--- config.mk ---
export PLATFORM = sky130hd
export DESIGN_NAME = multdiv_divider
export DESIGN_NICKNAME = d
export VERILOG_FILES = /design/src/rtl/multdiv_pkg.sv /design/src/rtl/multdiv_div_step.sv /design/src/rtl/multdiv_divider.sv
export SDC_FILE = /design/constraint.sdc
export NUM_CORES = 1
export LEC_CHECK = 0
export CAP_MARGIN = 0
export CELL_PAD_IN_SITES_DETAIL_PLACEMENT = 0
export CELL_PAD_IN_SITES_GLOBAL_PLACEMENT = 1
export CORE_ASPECT_RATIO = 1.25
export CORE_UTILIZATION = 45
export DETAILED_ROUTE_END_ITERATION = 7
export GPL_TIMING_DRIVEN = 0
export PLACE_DENSITY = 0.86
export SYNTH_ARGS = -nofsm -noshare
export SYNTH_HDL_FRONTEND = slang
export SYNTH_SLANG_ARGS = --single-unit
--- constraint.sdc ---
create_clock -name clock -period 8.7 [get_ports clock]
set_input_delay 1.74 -clock clock [delete_from_list [all_inputs] [get_ports clock]]
set_output_delay 1.74 -clock clock [all_outputs]
set_load 0.01 [all_outputs]
--- src/rtl/multdiv_pkg.sv ---
// Shared constants and types for the multiply/divide unit.
package multdiv_pkg;

  // Operand/result width; only 32 is supported.
  localparam int unsigned WIDTH = 32;

  // Width of the divider's iteration counter.
  localparam int unsigned COUNT_W = $clog2(WIDTH);

  // Most negative operand; also used by the multiplier overflow check.
  localparam logic [WIDTH-1:0] INT_MIN = {1'b1, {(WIDTH-1){1'b0}}};

  typedef enum logic [1:0] {
    IDLE = 2'd0,
    BUSY = 2'd1,
    DONE = 2'd2
  } div_state_t;

endpackage

--- src/rtl/multdiv_div_step.sv ---
// One restoring-division iteration: shift {rem, quo} left, trial-subtract the divisor.
module multdiv_div_step
  import multdiv_pkg::*;
(
  input  logic [WIDTH:0]   rem_in,
  input  logic [WIDTH-1:0] quo_in,
  input  logic [WIDTH-1:0] divisor,
  output logic [WIDTH:0]   rem_out,
  output logic [WIDTH-1:0] quo_out
);

  // One extra top bit so the difference's sign is always visible.
  logic [WIDTH+1:0] shifted;
  logic [WIDTH+1:0] diff;

  // Shift, subtract, and restore when the trial difference goes negative.
  always_comb begin
    shifted = {rem_in, quo_in[WIDTH-1]};
    diff    = shifted - {2'b00, divisor};
    if (!diff[WIDTH+1]) begin
      rem_out = diff[WIDTH:0];
      quo_out = {quo_in[WIDTH-2:0], 1'b1};
    end else begin
      rem_out = shifted[WIDTH:0];
      quo_out = {quo_in[WIDTH-2:0], 1'b0};
    end
  end

endmodule

--- src/rtl/multdiv_divider.sv ---
// Sequential signed divider: one quotient bit per clock, truncating toward zero.
// Divide-by-zero and INT_MIN / -1 are flagged on data_exception, not trapped.
module multdiv_divider
  import multdiv_pkg::*;
(
  input  logic             clock,
  input  logic             reset_n,
  input  logic             ctrl_DIV,
  input  logic [WIDTH-1:0] data_operandA,
  input  logic [WIDTH-1:0] data_operandB,
  output logic [WIDTH-1:0] data_result,
  output logic             data_exception,
  output logic             data_resultRDY
);

  localparam logic [COUNT_W-1:0] LastCount = COUNT_W'(WIDTH - 1);

  div_state_t       state_q, state_d;
  logic [COUNT_W-1:0] count_q, count_d;
  logic [WIDTH:0]   rem_q, rem_d;
  logic [WIDTH-1:0] quo_q, quo_d;
  logic [WIDTH-1:0] divisor_q, divisor_d;
  logic             sign_a_q, sign_a_d;
  logic             sign_b_q, sign_b_d;
  logic             exc_q, exc_d;
  logic [WIDTH-1:0] result_q, result_d;
  logic             exception_q, exception_d;
  logic             rdy_q, rdy_d;

  logic [WIDTH:0]   abs_a;
  logic [WIDTH:0]   abs_b;
  logic             div_zero;
  logic             overflow;
  logic [WIDTH:0]   step_rem;
  logic [WIDTH-1:0] step_quo;

  multdiv_div_step u_step (
    .rem_in  (rem_q),
    .quo_in  (quo_q),
    .divisor (divisor_q),
    .rem_out (step_rem),
    .quo_out (step_quo)
  );

  // Operand magnitudes, one bit wider so |INT_MIN| is representable.
  always_comb begin
    abs_a    = {data_operandA[WIDTH-1], data_operandA};
    abs_b    = {data_operandB[WIDTH-1], data_operandB};
    abs_a    = data_operandA[WIDTH-1] ? (~abs_a + 1'b1) : abs_a;
    abs_b    = data_operandB[WIDTH-1] ? (~abs_b + 1'b1) : abs_b;
    div_zero = (data_operandB == '0);
    overflow = (data_operandA == INT_MIN) && (data_operandB == '1);
  end

  // State register.
  always_ff @(posedge clock or negedge reset_n) begin
    if (!reset_n) begin
      state_q <= IDLE;
    end else begin
      state_q <= state_d;
    end
  end

  // Next state; a start pulse in any state restarts the operation.
  always_comb begin
    state_d = state_q;
    if (ctrl_DIV) begin
      state_d = div_zero ? DONE : BUSY;
    end else begin
      case (state_q)
        IDLE:    state_d = IDLE;
        BUSY:    if (count_q == LastCount) state_d = DONE;
        DONE:    state_d = IDLE;
        default: state_d = IDLE;
      endcase
    end
  end

  // Datapath and output next-state: capture, iterate, or publish the result.
  always_comb begin
    count_d     = count_q;
    rem_d       = rem_q;
    quo_d       = quo_q;
    divisor_d   = divisor_q;
    sign_a_d    = sign_a_q;
    sign_b_d    = sign_b_q;
    exc_d       = exc_q;
    result_d    = result_q;
    exception_d = exception_q;
    rdy_d       = 1'b0;
    if (ctrl_DIV) begin
      count_d   = '0;
      rem_d     = '0;
      // A zero quotient on divide-by-zero makes DONE publish 0 with no special case.
      quo_d     = div_zero ? '0 : abs_a[WIDTH-1:0];
      divisor_d = abs_b[WIDTH-1:0];
      sign_a_d  = data_operandA[WIDTH-1];
      sign_b_d  = data_operandB[WIDTH-1];
      exc_d     = div_zero | overflow;
    end else begin
      case (state_q)
        BUSY: begin
          rem_d   = step_rem;
          quo_d   = step_quo;
          count_d = count_q + COUNT_W'(1);
        end
        DONE: begin
          result_d    = (sign_a_q ^ sign_b_q) ? (~quo_q + 1'b1) : quo_q;
          exception_d = exc_q;
          rdy_d       = 1'b1;
        end
        default: ;
      endcase
    end
  end

  // Datapath and output registers.
  always_ff @(posedge clock or negedge reset_n) begin
    if (!reset_n) begin
      count_q     <= '0;
      rem_q       <= '0;
      quo_q       <= '0;
      divisor_q   <= '0;
      sign_a_q    <= 1'b0;
      sign_b_q    <= 1'b0;
      exc_q       <= 1'b0;
      result_q    <= '0;
      exception_q <= 1'b0;
      rdy_q       <= 1'b0;
    end else begin
      count_q     <= count_d;
      rem_q       <= rem_d;
      quo_q       <= quo_d;
      divisor_q   <= divisor_d;
      sign_a_q    <= sign_a_d;
      sign_b_q    <= sign_b_d;
      exc_q       <= exc_d;
      result_q    <= result_d;
      exception_q <= exception_d;
      rdy_q       <= rdy_d;
    end
  end

  assign data_result    = result_q;
  assign data_exception = exception_q;
  assign data_resultRDY = rdy_q;

endmodule

==> metrics.txt, run 1 <==
status finished clean; layout cells sized above 1 5.056%; placer congestion estimate 0.9442; DIE AREA 21900 um^2; clk_skew 0.007341 ns; CP Capture Type register; RSZ-0062 raised after global routing false; initial antenna violation count 0; Synth area leaders dfrtp_1 (37%), xor2_1 (7.6%), a21oi_1 (7.3%); Synth area leader dfrtp_1; Yosys reg bits 141; postcts setup bufs 0; Core ar. 20820 um^2; R2R setup slack 5.04 ns; # diodes 0; maxcap violations 0; Critical Path Start Type input port; sequential share of power 33.9%; synth warn 0; cells along the critical path clkdlybuf4s50_1 -> inv_1 -> ha_1 -> nand2_1 -> or2_2 -> nor3_1 -> nand4_1 -> or4_1 -> o31ai_4 -> clkbuf_1 -> o21ai_0 -> o21a_1; highest routed layer met4; worst-margin pin slew 0.8334 ns; routed wl met3 1009 um; Post-DRT Antenna Nets 0; Commonest cells post-synth dfrtp_1 (141), a21oi_1 (139), o21ai_0 (136), nor2_1 (92), xor2_1 (83); post-CTS sizing 0; initial core utilization 46.05%; Clk pwr share 30.3%; Hold Buf Count CTS 0; Peak Freq 195.5 MHz; EDFF count, synth 0; Residual DRC 0; clock period minus final worst setup slack 5.115 ns; Num CTS Buffers 17; register area share after synthesis 36.81%; area of the multi-input gates 5603 um^2; GRT overflow 0; post-DR vias/cell 5.768; Via Count 8767; FP Rows 59; Final Hold Fails 0; Cell Area, Placed 10960 um^2; root buffer cell clkbuf_16; Register Area 3528 um^2; FF-to-FF path depth 12; Final HPWL DP 21880 um; FF-to-FF End rem_q[23]; syn nets 1219; dominant synthesized flop cell dfrtp_1; combinational power share 35.8%; share of the synthesized area in the top cell type 36.81%; I/O pin cnt 101; Power Dens Cells 224.6 nW/um^2; Int Pwr 1660 uW; chip width 132.6 um; final setup TNS 0 ns; Post-synth ARST share 100.0%; wl on met1 11870 um; first-pass GRT wire length 45770 um; Skew-Pair Late Insertion Delay 0.44 ns; drt pass-1 iters 5; leakage 0.004792 uW; largest net degree at the start of global routing 74; IO Port Bufs 100; Crit path largest cell delay 0.69 ns; Worst Path Arrival 5.44 ns; CTS tree yes; Die Y 165.2 um; H-tree levels 4; fin. max-slew vios 0; worst setup path startpoint data_operandB[0]; Wirelength per Cell 18.83 um; FF-to-FF Start rem_q[26]; switch share 36.22%; Crit Path Category in -> reg; Initial DRC Count 554; final wirelength 28620 um; clk buf depth 2; Final setup viols 0; Max FO, Critical Path 10; most frequent cell after synthesis dfrtp_1; clock sink count 141; Yosys cell types 63; syn_area_per_cell 8.613 um^2; Final Cycle Share 58.79%; Fillers 1979; VDD IR max 0.0001689 V; Critical Path End quo_q[16]; synthesized area 9587 um^2; via count of the first global-routing pass 8678; met2 routed WL 14840 um; final instance area 11590 um^2; synthesized instance count 1113; GRT Total Usage 27.02%; CP Data Required Time 9.03 ns; Hold WC Path Type reg -> reg; slowest stage cell, crit path or4_1; area delta synth->final 20.87%; switching power total 942.4 uW; clock transition at the registers of the reported paths 0.06 ns; worst rel slew slack 44.44%; layout net count 1339
-- worst min path at each step --
stage / slack, ns / startpoint / cells after the start / end
finish: 0.53 / divisor_q[31] / 2 / divisor_q[31]
global route: 0.53 / divisor_q[31] / 2 / divisor_q[31]
CTS: 0.52 / divisor_q[31] / 2 / divisor_q[31]
detailed placement: 0.50 / divisor_q[31] / 2 / divisor_q[31]
global placement: 0.50 / data_exception / 1 / data_exception
floorplan: 0.47 / exc_q / 1 / exc_q
-- power groups by stage --
stage               clock network, uW  logic [uW]  registers, uW
floorplan                           0         584            881
global placement                    0         918            891
detailed placement                  0         925            890
CTS                               795         932            881
global route                      824        1030            896
finish                            788         932            882
-- layer usage --
layer / GRT usage (%) / up-vias
met2: 50.12 / 255
met5: 0 / -
met1: 31.65 / 4230
li1: - / 4233
met3: 2.534 / 49
met4: 12.12 / 0
-- cells in the final DEF (no fill, tap or decap), types with 4 or more instances in the layout --
| cell | synthesis | layout |
|---|---|---|
| clkbuf_1 | 48 | 49 |
| a31oi_1 | 11 | 11 |
| dfrtp_1 | 141 | 141 |
| nor2_1 | 92 | 92 |
| ha_1 | 38 | 38 |
| nor2b_1 | 7 | 7 |
| or3_1 | 7 | 7 |
| o41ai_1 | 14 | 14 |
| xnor2_1 | 41 | 41 |
| clkdlybuf4s50_1 | 0 | 99 |
| inv_8 | 0 | 5 |
| a21oi_1 | 139 | 139 |
| o21bai_1 | 5 | 5 |
| nor4_1 | 9 | 9 |
| nand3_1 | 16 | 16 |
| mux2_2 | 5 | 5 |
| nand4_1 | 13 | 13 |
| o21a_1 | 35 | 35 |
| clkbuf_16 | 0 | 17 |
| a21o_1 | 6 | 6 |
| and3_1 | 7 | 7 |
| xor2_1 | 83 | 83 |
| buf_1 | 8 | 8 |
| and4_1 | 4 | 4 |
| inv_1 | 48 | 48 |
| or2_2 | 5 | 5 |
| o31ai_1 | 20 | 20 |
| nand2_1 | 57 | 57 |
| and2_1 | 5 | 5 |
| nor3_1 | 11 | 11 |
| a211oi_1 | 5 | 5 |
| mux2i_1 | 26 | 26 |
| nand2b_1 | 8 | 8 |
| o21ai_0 | 136 | 136 |
| o211ai_1 | 4 | 4 |
| or4_1 | 12 | 12 |
| buf_6 | 4 | 5 |
| nor4b_1 | 4 | 4 |
-- area by class of cell --
cell class | count | area share (%)
sequential | 141 | 30.45
multi-input combinational | 860 | 48.35
tap | 274 | 2.959
inverter | 48 | 1.555
clock buffer | 18 | 3.704
clock inverter | 14 | 1.717
timing repair buffer | 101 | 8.887
buffer | 64 | 2.376
-- sequential cells by signal (all words and copies together) (netlist names) --
name	cells
count_q	5
rem_q	33
divisor_q	32
data_result	32
data_resultRDY	1
sign_a_q	1
state_q	2
sign_b_q	1
data_exception	1
quo_q	32
exc_q	1
-- worst max-delay path: cells and delay by family --
| family | cells | cell delay (ns) |
|---|---|---|
| simple gates | 5 | 1.76 |
| buf+inv | 3 | 1.00 |
| compound gates | 3 | 0.77 |
| fa+ha+maj | 1 | 0.17 |
-- cells by family after synthesis --
group | synth area share (%)
buf+inv | 4.751
compound gates | 24.38
simple gates | 14.27
mux | 3.302
flops | 36.80
fa+ha+maj | 5.168
xor+xnor | 11.33
-- metrics by stage --
step / total power, uW / util, % / hold WS (ns) / instances / worst slack, ns
6_report: 2602 / 55.66 / 0.5256 / 1520 / 3.585
5_1_grt: 2747 / 55.66 / 0.5329 / 1520 / 3.363
4_1_cts: 2609 / 55.66 / 0.5168 / 1520 / 3.555
3_5_place_dp: 1815 / 52.64 / 0.5030 / 1488 / 3.112
3_3_place_gp: 1809 / 52.51 / 0.4952 / 1487 / 0.09041
2_1_floorplan: 1465 / - / 0.4658 / 1113 / 4.424
No activity file was read; power rests on OpenSTA's default activity.
==> inputs of run 2 (changes only) <==
- CORE_UTILIZATION: 45 -> 40
- PLACE_DENSITY: 0.86 -> 0.81
- clock period: 8.7 -> 4.3 ns (I/O delays scaled with it)
==> run 2 against run 1 <==
Die area increased by 12%. Combinational power increased by 100%. Register-to-register slack got worse by 4.4 ns. Wire length increased by 3.5%. Sequential share of layout area about the same. Highest routed layer is now met5.
==> metrics.txt, run 2 (synthesized netlist as in run 1, its figures left out) <==
final wirelength 29610 um; switching power total 1942 uW; Via Count 8689; Die Y 175.1 um; Most flops, register rem_q; FF-to-FF Start divisor_q[24]; initial antenna violation count 2; first-pass GRT wire length 47290 um; postcts setup bufs 0; initial core utilization 40.54%; worst hold margin 0.4793 ns; layout net count 1339; Max FO, Critical Path 10; Final HPWL DP 22520 um; CP Capture Type register; clk_skew 0.01631 ns; FP Rows 63; Clk pwr share 30.0%; GRT overflow 0; Post-DRT Antenna Nets 0; Initial DRC Count 516; GRT Total Usage 25.20%; post-CTS sizing 0; Core ar. 23650 um^2; Critical Path Start Type input port; FF-to-FF End rem_q[21]; Final Cycle Share 93.25%; leakage 0.004784 uW; layout cells sized above 1 5.136%; combinational power share 36.0%; CTS tree yes; Power Dens Cells 452.5 nW/um^2; clock period minus final worst setup slack 4.010 ns; fin. max-slew vios 0; Final setup viols 0; final setup TNS 0 ns; status finished clean; area delta synth->final 20.97%; most common library cell in the layout ignoring fill and taps dfrtp_1; DIE AREA 24590 um^2; Skew-Pair Late Insertion Delay 0.44 ns; largest net degree at the start of global routing 78; RSZ-0062 raised after global routing false; worst-margin pin slew 0.8162 ns; drt pass-1 iters 7; Num CTS Buffers 17; Crit Path Category in -> reg; clock sink count 141; Final Hold Fails 0; CP Data Required Time 4.63 ns; post-DR vias/cell 5.646; placer congestion estimate 0.9102; IO Port Bufs 100; sequential share of power 34.0%; busiest layer in global routing met2; Residual DRC 0; switch share 37.01%; Fillers 2334; met2 GRT Util 43.58%; most frequent cells in the layout dfrtp_1 (141), a21oi_1 (139), o21ai_0 (136); met3 Usage GRT 4.083%; chip width 140.5 um; Hold Buf Count CTS 0; H-tree levels 4; Hold WC Path Type in -> async; area of the multi-input gates 5603 um^2; Register Area 3528 um^2; Worst Path Arrival 4.34 ns; VDD IR max 0.0002705 V; worst slack at placement -0.1079 ns; Wirelength per Cell 19.24 um; final worst setup slack 0.2903 ns; I/O pin cnt 101; root buffer cell clkbuf_16; met1 usage 30.20%; via count of the first global-routing pass 8704; Largest register FFs 33; R2R setup slack 0.61 ns; clock transition at the registers of the reported paths 0.07 ns; Int Pwr 3306 uW; clk buf depth 2; Peak Freq 249.4 MHz; worst rel slew slack 45.59%; maxcap violations 0; FF-to-FF path depth 13
## run 2: changes by cell type in the layout (fill, tap and decap cells not counted)
| cell | previous run | this run |
|---|---|---|
| clkinvlp_4 | 0 | 1 |
| clkinv_4 | 3 | 1 |
| diode_2 | 0 | 1 |
| inv_8 | 5 | 6 |
| inv_6 | 3 | 5 |
| bufinv_16 | 3 | 2 |
| clkbuf_1 | 49 | 48 |
## run 2: power by group through the flow
| stage | Sequential, uW | Combinational [uW] | Clock (uW) |
|---|---|---|---|
| final | 1790 | 1890 | 1570 |
| after global routing | 1820 | 2090 | 1650 |
| after CTS | 1790 | 1890 | 1600 |
| after detailed placement | 1810 | 1880 | 0 |
| after global placement | 1800 | 1860 | 0 |
| after floorplan | 1780 | 1180 | 0 |
## run 2: how the worst max path moves through the flow
| stage | from | endpoint | slack [ns] | cells past startpoint |
|---|---|---|---|---|
| final | data_operandB[0] | quo_q[8] | 0.29 | 12 |
| after global routing | data_operandB[1] | quo_q[17] | 0.09 | 12 |
| after CTS | data_operandB[0] | quo_q[8] | 0.34 | 12 |
| after detailed placement | data_operandB[1] | quo_q[8] | -0.11 | 12 |
| after global placement | reset_n | quo_q[18] | -3.62 | 1 |
| after floorplan | data_operandB[1] | divisor_q[29] | 0.90 | 9 |
## run 2: area by class of cell
cell class | count | area share (%)
tap | 292 | 3.150
sequential | 141 | 30.42
multi-input combinational | 860 | 48.31
clock inverter | 15 | 1.618
timing repair buffer | 101 | 8.879
antenna | 1 | 0.02158
inverter | 48 | 1.554
clock buffer | 17 | 3.668
buffer | 64 | 2.373
## run 2: critical path, cell delays in order
cell and delay, ns:
clkdlybuf4s50_1 0.47, inv_1 0.09, ha_1 0.17, nand2_1 0.07
or2_2 0.30, nor3_1 0.30, nand4_1 0.30, or4_1 0.63
o31ai_4 0.43, clkbuf_1 0.38, o21ai_0 0.19, o21a_1 0.13
## run 2: stage by stage
step                      util [%]  power (uW)  std cells  area, um^2
after floorplan                  -        2964       1113        9587
after global placement       46.32        3667       1505       10950
after detailed placement     46.44        3687       1506       10980
after CTS                    49.03        5277       1538       11590
after global routing         49.03        5555       1538       11590
final                        49.04        5248       1539       11600
## run 2: metal layers
layer	share of wire, %	wire length, um
met4	4.4	1309
met2	50	14690
met5	0.044	13
met1	42	12300
met3	4.4	1298
==> inputs of run 3 (changes only) <==
- ABC_AREA: default -> 1
- CORE_UTILIZATION: 40 -> 38
==> run 3 against run 2 <==
Total power shrank 9.1%. Global-route usage grew 2.0 points. Cell count grew 52%. Flip-flop and latch count is the same. Critical path depth shrank 1. Core utilization shrank 3.2 points. Clock power grew 13%. Highest routed layer unchanged.
==> metrics.txt, run 3 <==
status finished clean; simple-gate share of the synthesized area 36.99%; Commonest cells post-synth nand2_1 (545), inv_1 (289), nand3_1 (169), nor2_1 (154), dfrtp_1 (141); maxcap violations 0; first-pass GRT wire length 63780 um; switch share 32.22%; syn_area_per_cell 6.388 um^2; Post-DRT Antenna Nets 0; clock sink count 141; most frequent cell after synthesis nand2_1; Synth area leaders dfrtp_1 (31%), nand2_1 (18%), inv_1 (9.4%); final setup TNS 0 ns; Int Pwr 3233 uW; Most flops, register rem_q; GRT overflow 0; most frequent cells in the layout nand2_1 (545), inv_1 (289), nand3_1 (169); dominant synthesized flop cell dfrtp_1; via count of the first global-routing pass 11910; Adder-Cell Fraction of Synth Area 4.292%; placer congestion estimate 0.9282; leakage 0.007176 uW; combinational power share 27.4%; final instance area 13760 um^2; clock period minus final worst setup slack 2.938 ns; initial antenna violation count 5; Post-Route Utilization 45.81%; switching power total 1537 uW; Core ar. 30030 um^2; Hold WC Path Type in -> async; clk_skew 0.01143 ns; Num CTS Buffers 17; layout cells sized above 1 4.904%; Worst Path Arrival 3.28 ns; Final setup viols 0; initial core utilization 38.44%; CTS tree yes; VDD IR max 0.0002508 V; worst hold margin 0.4495 ns; post-CTS sizing 0; main combinational cell family by area after synthesis simple AND/OR/NAND/NOR gates; Final HPWL DP 33260 um; clock transition at the registers of the reported paths 0.06 ns; worst rel slew slack 37.66%; postcts setup bufs 0; compound-cell area share of the yosys netlist 10.56%; EDFF count, synth 0; sequential share of power 35.5%; RSZ-0062 raised after global routing false; drt pass-1 iters 5; XOR/XNOR Fraction of Synth Area 5.766%; register area share after synthesis 30.57%; area delta synth->final 19.16%; Max FO, Critical Path 10; Peak Freq 340.3 MHz; synthesized area 11540 um^2; I/O pin cnt 101; share of the synthesized area in the top cell type 30.57%; GRT Total Usage 27.24%; synthesized instance count 1807; syn nets 1913; Fillers 3270; Synth area leader dfrtp_1; Via Count 11810; clk buf depth 2; Post-synth ARST share 100.0%; Crit Path Category in -> reg; FP Rows 71; H-tree levels 4; Final Hold Fails 0; root buffer cell clkbuf_16; Yosys reg bits 141; mux cell area share after synthesis 0%; fin. max-slew vios 0; Wirelength per Cell 17.40 um; Yosys cell types 47; most common library cell in the layout ignoring fill and taps nand2_1; Largest register FFs 33; Skew-Pair Late Insertion Delay 0.43 ns; Clk pwr share 37.1%; Cell Area, Placed 13060 um^2; CP Capture Type register; DIE AREA 31080 um^2; Power Dens Cells 346.7 nW/um^2; post-DR vias/cell 5.043; worst-margin pin slew 0.9316 ns; largest net degree at the start of global routing 73; Hold Buf Count CTS 0; Residual DRC 0; layout net count 2031; final wirelength 40740 um; IO Port Bufs 98; Die Y 196.9 um; CP Data Required Time 4.64 ns; Final Cycle Share 68.34%; Critical Path Start Type input port; Initial DRC Count 741; chip width 157.9 um; synth warn 0
-- run 3: cell count changes after synthesis, sizes merged, moves of 20 or more --
cell	before	now
mux2i	26	0
o21a	35	0
inv	48	292
o31ai	22	2
nor2	93	161
a22oi	0	20
xnor2	41	17
nand2	58	567
xor2	83	59
nor3	11	35
nand3	16	173
a21oi	139	43
-- run 3: final timing paths --
check	startpoint	end	slack [ns]	depth (start not counted)
setup / recovery	data_operandB[0]	quo_q[1]	1.36	11
hold / removal	reset_n	rem_q[28]	0.45	1
setup reg to reg	quo_q[31]	rem_q[30]	1.44	17
hold reg to reg	data_result[22]	data_result[22]	0.48	2
max in group asynchronous	reset_n	quo_q[10]	3.03	2
min in group clock	data_result[22]	data_result[22]	0.48	2
-- run 3: logic make-up after synthesis --
group | Yosys count
flip-flops | 141
AND/OR/NAND/NOR | 989
AO/OA/AOI/OAI | 216
buffers and inverters | 346
XOR/XNOR | 76
adder cells (fa/ha/maj) | 39
-- run 3: layout make-up --
type	count	area, um^2	area share [%]
Clock buffer	20	456.7	3.320
Sequential cell	141	3528	25.65
Tap cell	401	501.7	3.647
Multi-Input combinational cell	1320	6650	48.34
Timing Repair Buffer	99	1010	7.340
Inverter	294	1104	8.023
Clock inverter	11	236.5	1.719
Antenna cell	3	7.507	0.05458
Buffer	52	261.5	1.901
-- run 3: layer usage --
metal,global-route usage [%],wire length [um]
met1,28.10,15410
met5,0,32
met3,3.804,1370
met2,52.54,22080
met4,13.52,1850
-- run 3: critical path, stage by stage --
cell and delay, ns:
clkdlybuf4s50_1 0.48, inv_1 0.08, ha_1 0.21, nand3_1 0.15, inv_1 0.06, nand4_1 0.16
nor2_1 0.10, nor2_2 0.46, buf_2 0.39, o211ai_1 0.16, a22oi_1 0.16
-- run 3: power by group through the flow --
| stage | Combinational, uW | Clock [uW] | Sequential [uW] |
|---|---|---|---|
| 5_1_grt | 1450 | 1840 | 1720 |
| 3_3_place_gp | 1290 | 0 | 1710 |
| 6_report | 1310 | 1770 | 1690 |
| 3_5_place_dp | 1300 | 0 | 1710 |
| 4_1_cts | 1310 | 1790 | 1690 |
| 2_1_floorplan | 673 | 0 | 1710 |
-- run 3: per-stage QoR --
| step | power, uW | instances | setup slack (ns) |
|---|---|---|---|
| final | 4770 | 2341 | 1.362 |
| after global routing | 5013 | 2339 | 1.154 |
| after CTS | 4796 | 2338 | 1.323 |
| after detailed placement | 3017 | 2307 | 0.8760 |
| after global placement | 3003 | 2306 | -3.683 |
| after floorplan | 2384 | 1807 | 2.058 |
